File: config.mk
export PLATFORM = sky130hd
export DESIGN_NAME = ball_sprite
export DESIGN_NICKNAME = d
export VERILOG_FILES = /design/src/rtl/ball_sprite.sv
export SDC_FILE = /design/constraint.sdc
export NUM_CORES = 1
export LEC_CHECK = 0
export CORE_MARGIN = 4
export CORE_UTILIZATION = 28
export DETAILED_ROUTE_END_ITERATION = 8
export PLACE_DENSITY = 0.39
export SYNTH_ARGS = -nofsm -noshare
export SYNTH_HDL_FRONTEND = slang
export SYNTH_SLANG_ARGS = --single-unit
export TNS_END_PERCENT = 50
File: constraint.sdc
create_clock -name i_Clk -period 3.05 [get_ports i_Clk]
set_input_delay 0.305 -clock i_Clk [delete_from_list [all_inputs] [get_ports i_Clk]]
set_output_delay 0.305 -clock i_Clk [all_outputs]
set_load 0.02 [all_outputs]
File: src/rtl/ball_sprite.sv
// Bouncing square ball for a VGA pipeline: tracks the beam from H/V reset pulses and
// steps the ball once per frame in blanking. Define BALL_BORDER_EN for a 1-pixel frame.
module ball_sprite #(
  parameter int p_WIDTH     = 640,
  parameter int p_HEIGHT    = 480,
  parameter int p_SIZE      = 8,
  parameter int p_SPEED     = 2,
  parameter int p_FRAME_DIV = 1,
  parameter int p_X0        = 100,
  parameter int p_Y0        = 50
) (
  input  logic i_Clk,
  input  logic i_Reset,
  input  logic i_HReset,
  input  logic i_VReset,
  input  logic i_VBlank,
  output logic o_Video,
  output logic o_Bounce
);

  typedef enum logic {DIR_POS = 1'b0, DIR_NEG = 1'b1} dir_e;  // POS = right / down

  typedef enum logic [1:0] {
    S_IDLE   = 2'd0,
    S_STEP_X = 2'd1,
    S_STEP_Y = 2'd2
  } state_e;

  typedef struct packed {
    logic [9:0] pos;
    dir_e       dir;
    logic       flip;
  } axis_t;

  localparam logic [10:0] c_SIZE  = 11'(p_SIZE);
  localparam logic [10:0] c_SPEED = 11'(p_SPEED);
  localparam int          c_CNT_W = (p_FRAME_DIV > 1) ? $clog2(p_FRAME_DIV) : 1;
  localparam logic [c_CNT_W-1:0] c_CNT_MAX = c_CNT_W'(p_FRAME_DIV - 1);

`ifdef BALL_BORDER_EN
  localparam logic [9:0] c_X_LO = 10'd1;
  localparam logic [9:0] c_X_HI = 10'(p_WIDTH - 1 - p_SIZE);
  localparam logic [9:0] c_Y_LO = 10'd1;
  localparam logic [9:0] c_Y_HI = 10'(p_HEIGHT - 1 - p_SIZE);
`else
  localparam logic [9:0] c_X_LO = 10'd0;
  localparam logic [9:0] c_X_HI = 10'(p_WIDTH - p_SIZE);
  localparam logic [9:0] c_Y_LO = 10'd0;
  localparam logic [9:0] c_Y_HI = 10'(p_HEIGHT - p_SIZE);
`endif

  // One axis step with reflection; hi is the largest legal top-left coordinate.
  function automatic axis_t step_axis(input logic [9:0] pos, input dir_e dir,
                                      input logic [9:0] lo, input logic [9:0] hi);
    axis_t       res;
    logic [10:0] fwd;
    res = '{pos: pos, dir: dir, flip: 1'b0};
    fwd = {1'b0, pos} + c_SPEED;
    if (dir == DIR_POS) begin
      if (fwd > {1'b0, hi}) res = '{pos: hi, dir: DIR_NEG, flip: 1'b1};
      else                  res.pos = fwd[9:0];
    end else begin
      if ({1'b0, pos} < {1'b0, lo} + c_SPEED) res = '{pos: lo, dir: DIR_POS, flip: 1'b1};
      else                                    res.pos = pos - c_SPEED[9:0];
    end
    return res;
  endfunction

  logic [9:0]         r_col, r_row, r_bx, r_by;
  dir_e               r_dx, r_dy;
  logic               r_vblank_d, r_bounce;
  logic [c_CNT_W-1:0] r_frame_cnt;
  state_e             r_state, w_state_next;
  logic               w_rise, w_step, w_do_x, w_do_y, w_ball, w_border;
  axis_t              w_x, w_y;

  // NOTE: every always_ff uses non-blocking (<=) so all registers update together
  // from pre-edge values; blocking here would create order-dependent races.
  always_ff @(posedge i_Clk) begin
    if (i_Reset) begin
      r_col <= '0;
      r_row <= '0;
    end else begin
      if (i_HReset)              r_col <= '0;
      else if (r_col != 10'h3FF) r_col <= r_col + 10'd1;
      if (i_VReset)                          r_row <= '0;
      else if (i_HReset && r_row != 10'h3FF) r_row <= r_row + 10'd1;
    end
  end

  // Edges arriving mid-step are dropped and do not advance the frame divider.
  assign w_rise = i_VBlank && !r_vblank_d && (r_state == S_IDLE);
  assign w_step = w_rise && (r_frame_cnt == '0);

  always_ff @(posedge i_Clk) begin
    if (i_Reset) begin
      r_vblank_d  <= 1'b0;
      r_frame_cnt <= '0;
    end else begin
      r_vblank_d <= i_VBlank;
      if (w_rise) r_frame_cnt <= (r_frame_cnt == c_CNT_MAX) ? '0 : r_frame_cnt + 1'b1;
    end
  end

  always_ff @(posedge i_Clk) begin
    if (i_Reset) r_state <= S_IDLE;
    else         r_state <= w_state_next;
  end

  // NOTE: default assignment first keeps this block purely combinational (no latch).
  always_comb begin
    w_state_next = S_IDLE;
    case (r_state)
      S_IDLE:   w_state_next = w_step ? S_STEP_X : S_IDLE;
      S_STEP_X: w_state_next = S_STEP_Y;
      S_STEP_Y: w_state_next = S_IDLE;
      default:  w_state_next = S_IDLE;
    endcase
  end

  always_comb begin
    w_do_x = (r_state == S_STEP_X);
    w_do_y = (r_state == S_STEP_Y);
  end

  assign w_x = step_axis(r_bx, r_dx, c_X_LO, c_X_HI);
  assign w_y = step_axis(r_by, r_dy, c_Y_LO, c_Y_HI);

  always_ff @(posedge i_Clk) begin
    if (i_Reset) begin
      r_bx     <= 10'(p_X0);
      r_by     <= 10'(p_Y0);
      r_dx     <= DIR_POS;
      r_dy     <= DIR_POS;
      r_bounce <= 1'b0;
    end else begin
      if (w_do_x) begin
        r_bx <= w_x.pos;
        r_dx <= w_x.dir;
      end
      if (w_do_y) begin
        r_by <= w_y.pos;
        r_dy <= w_y.dir;
      end
      r_bounce <= (w_do_x && w_x.flip) || (w_do_y && w_y.flip);
    end
  end

  assign w_ball = (r_col >= r_bx) && ({1'b0, r_col} < {1'b0, r_bx} + c_SIZE) &&
                  (r_row >= r_by) && ({1'b0, r_row} < {1'b0, r_by} + c_SIZE);

`ifdef BALL_BORDER_EN
  assign w_border = (r_row == 10'd0) || (r_row == 10'(p_HEIGHT - 1)) ||
                    (r_col == 10'd0) || (r_col == 10'(p_WIDTH - 1));
`else
  assign w_border = 1'b0;
`endif

  assign o_Video  = !i_Reset && (w_ball || w_border);
  assign o_Bounce = r_bounce;

endmodule
==> flow_summary.toml <==
[drt]
route.antenna.remaining_nets = 0
firstDrtPassIters = 4
routed_wl_um = 11400
drc = 0
drt_wl_cell_um = 16.3
route.vias.total = 3735
drt_iter0_drc = 261
vias_cell = 5.37

[power]
sw_frac_of_total = 0.278
part_of_the_total_power_dissipated_in_the_clock_network = 0.431
power_density_nw_per_um2 = 299
leakagePower_uw = 0.00182
cellInternalPower_uw = 982
seq_power_share = 0.440
largest_vdd_supply_drop_mv = 0.179
share_comb_of_total_power = 0.130
power_switching_uw = 378

[die]
ios = 7
placementRows = 42
die_y_um = 124
core_area_um2 = 13200
die-area_um2 = 15400
initial_core_util = 0.285
die-width_um = 124

[clocking]
cts_tree = "done"
inserted_clock_buffers = 5
ctsLongestPathBuffers = 2
worst_setup_hold_path_clk_slew_ns = 0.07
htreeDepth = 2
cts_hold_buf = 0
insertion_delay_ns = 0.30
clock_sink_count = 44
clock_tree.root_cell = "sky130_fd_sc_hd__clkbuf_16"

[layout]
regArea_um2 = 897
multi_input_area_um2 = 2730
areaGrowthSynthToFinish_pct = 20.5
diodes = 0
final_net_count = 565
fillers = 1438
final_core_util = 0.344
fin_cells = 695
share_of_final_layout_standard_cells_stronger_than_drive_strength_1 = 0.168

[logic_synthesis]
simple_gate_fraction_of_synth_area = 0.230
mapped_area_um2 = 3780
synthAdderAreaFrac = 0.139
synth.yosys.warnings = 0
postSynth.topFlopCell = "sky130_fd_sc_hd__dfxtp_1"
seq_area_frac_synth = 0.233
synth.largest_area_cell = "sky130_fd_sc_hd__dfxtp_1"
avgSynthCellArea_um2 = 7.91
synth_edf_count = 0
synth.lib_cells_used.distinct = 68
postSynthRegisterBits = 44
post_synth_main_area_contributors = "sky130_fd_sc_hd__dfxtp_1 23%, sky130_fd_sc_hd__ha_1 14%, sky130_fd_sc_hd__a21oi_1 4.1%"
post_synth_arst_share = 0
netlist.area_leader.share = 0.233
synth.area.mux_share = 0.00795
post_synth_inst_count = 478
synth_top_family_by_area = "compound AO/OA/AOI/OAI gates"
synthesized_nets = 525
synth_xor_area_frac = 0.0603
synth_compound_gate_area_share = 0.269

[sta]
finalCritPeriodShare = 0.989
fmax_mhz = 332
slew-limit-headroom = 0.423
setup_slack_ns = 0.0339
timing_worst_slew_pin_value_ns = 0.862
unrepaired_setup_endpoints_after_global_routing = "true"
setup_viol_count_final = 0
post-route-min-period_ns = 3.02
hold_violations = 0
clock_skew_ns = 0.00550
final_max_slew_viol_count = 0

[place]
gp_congestion = 0.818
numPlacedInstances = 685
detailedPlace.worstSlack_ns = -0.291
hpwlAfterDp_um = 8580
port_buffers = 6

[worst_hold_path]
hold_path_depth = 1
worst_hold_path_type = "flop to flop"

[global_routing]
globalRouteTotalUtil = 0.158
global_route_congestion_overflow_total = 0
grt_pass1_wl_um = 19200
largest_net_degree_at_the_start_of_global_routing = 26
grt_pass1_vias = 3662
grt_antenna_before_repair = 0

[worst_setup_path]
ff2ff_path_depth = 6
cp_max_fo = 4
timing.critical_path.required_ns = 2.74
endpoint_kind = "primary output"
arrival_ns = 2.71
setup.worst_path.start_class = "flop"
path_class = "flop to primary output"

[job]
cap_violations = 0

[status]
outcome = "completed"
[area by class of cell]
| type | count | share of cell area |
|---|---|---|
| multi-input cells | 380 | 0.600 |
| inverters | 29 | 0.0239 |
| clock buffers | 6 | 0.0305 |
| repair buffers | 58 | 0.0984 |
| flip-flops and latches | 44 | 0.197 |
| well taps | 176 | 0.0484 |
| clock inverters | 2 | 0.00220 |
[state kept, by name (all words and copies together) (netlist names)]
signal / flops
r_by: 9
r_bx: 9
r_dy: 1
r_dx: 1
r_vblank_d: 1
r_col: 10
o_Bounce: 1
r_state: 2
r_row: 10
[cells by family (layout without fill, tap and decap cells)]
kind of cell             after synthesis  count (layout)
AO/OA/AOI/OAI                        144             144
XOR/XNOR                              26              26
adder cells (fa/ha/maj)               42              42
buffers and inverters                 54              95
flip-flops                            44              44
multiplexers                           3               3
AND/OR/NAND/NOR                      165             165
[path summary, 6_finish.rpt]
| check | startpoint | end | slack, ns |
|---|---|---|---|
| hold / removal | r_vblank_d | r_state[0] | 0.39 |
| setup reg to reg | r_bx[1] | r_bx[1] | 0.74 |
| setup / recovery | r_bx[7] | o_Video | 0.03 |
| hold reg to reg | r_vblank_d | r_state[0] | 0.39 |
[cells in the mapped netlist (5+ instances only)]
master,count
sky130_fd_sc_hd__nand2_1,28
sky130_fd_sc_hd__clkbuf_1,14
sky130_fd_sc_hd__o21ai_0,25
sky130_fd_sc_hd__a31oi_1,13
sky130_fd_sc_hd__a21oi_1,31
sky130_fd_sc_hd__nor2b_1,6
sky130_fd_sc_hd__nor2_1,38
sky130_fd_sc_hd__buf_2,5
sky130_fd_sc_hd__dfxtp_1,44
sky130_fd_sc_hd__a21o_1,6
sky130_fd_sc_hd__nand4_1,14
sky130_fd_sc_hd__o211ai_1,9
sky130_fd_sc_hd__xor2_1,11
sky130_fd_sc_hd__ha_1,42
sky130_fd_sc_hd__and4_1,7
sky130_fd_sc_hd__nor3_1,17
sky130_fd_sc_hd__xnor2_1,15
sky130_fd_sc_hd__or2_2,5
sky130_fd_sc_hd__a311oi_1,7
sky130_fd_sc_hd__nand3_1,19
sky130_fd_sc_hd__inv_1,28
sky130_fd_sc_hd__o21a_1,5
sky130_fd_sc_hd__and3_1,9
[power groups by stage]
stage          combinational (uW)  clock, uW  sequential [uW]
6_report                      176        586              598
2_1_floorplan                 117          0              610
3_3_place_gp                  175          0              614
4_1_cts                       177        613              601
3_5_place_dp                  175          0              614
5_1_grt                       199        630              600
[routing by layer]
layer / wire length (um) / GRT usage
met5: 0 / 0
met4: 176 / 0.0513
met3: 345 / 0.0232
met2: 5530 / 0.267
met1: 5310 / 0.208
[stage by stage]
| step | power [uW] | TNS, ns | hold WS [ns] | instance area, um^2 |
|---|---|---|---|---|
| detailed placement | 790 | -0.291 | 0.382 | 4320 |
| global route | 1430 | -0.117 | 0.413 | 4550 |
| finish | 1360 | 0 | 0.390 | 4550 |
| floorplan | 727 | 0 | 0.374 | 3780 |
| CTS | 1390 | 0 | 0.389 | 4490 |
| global placement | 790 | -0.237 | 0.384 | 4320 |
[worst max-delay path: stages, from the launching register on]
cell and delay, ns:
sky130_fd_sc_hd__dfxtp_2 0.37, sky130_fd_sc_hd__and4_1 0.22, sky130_fd_sc_hd__nand2_1 0.07, sky130_fd_sc_hd__xnor2_1 0.12
sky130_fd_sc_hd__ha_1 0.31, sky130_fd_sc_hd__and3_4 0.16, sky130_fd_sc_hd__a221o_1 0.35, sky130_fd_sc_hd__a221oi_2 0.25
sky130_fd_sc_hd__o211ai_1 0.13, sky130_fd_sc_hd__nor4_2 0.25, sky130_fd_sc_hd__buf_4 0.19
[cells in the final DEF (no fill, tap or decap), types with 7 or more instances in the layout]
master	instances
sky130_fd_sc_hd__buf_4	53
sky130_fd_sc_hd__a31oi_1	13
sky130_fd_sc_hd__xor2_1	11
sky130_fd_sc_hd__inv_1	28
sky130_fd_sc_hd__and3_1	8
sky130_fd_sc_hd__and4_1	7
sky130_fd_sc_hd__ha_1	41
sky130_fd_sc_hd__xnor2_1	14
sky130_fd_sc_hd__o211ai_1	9
sky130_fd_sc_hd__nor2_1	38
sky130_fd_sc_hd__o21ai_0	25
sky130_fd_sc_hd__nand3_1	17
sky130_fd_sc_hd__nor3_1	16
sky130_fd_sc_hd__nand2_1	28
sky130_fd_sc_hd__a311oi_1	7
sky130_fd_sc_hd__a21oi_1	31
sky130_fd_sc_hd__dfxtp_1	39
sky130_fd_sc_hd__nand4_1	14
[what timing repair did]
item                                   CTS  global route
endpoints found under the hold margin    0             0
pin swaps                                1            12
setup endpoints to repair                1             1
gates resized for setup                 14            10
setup buffers                            0             2
No activity file was read; power rests on OpenSTA's default activity.
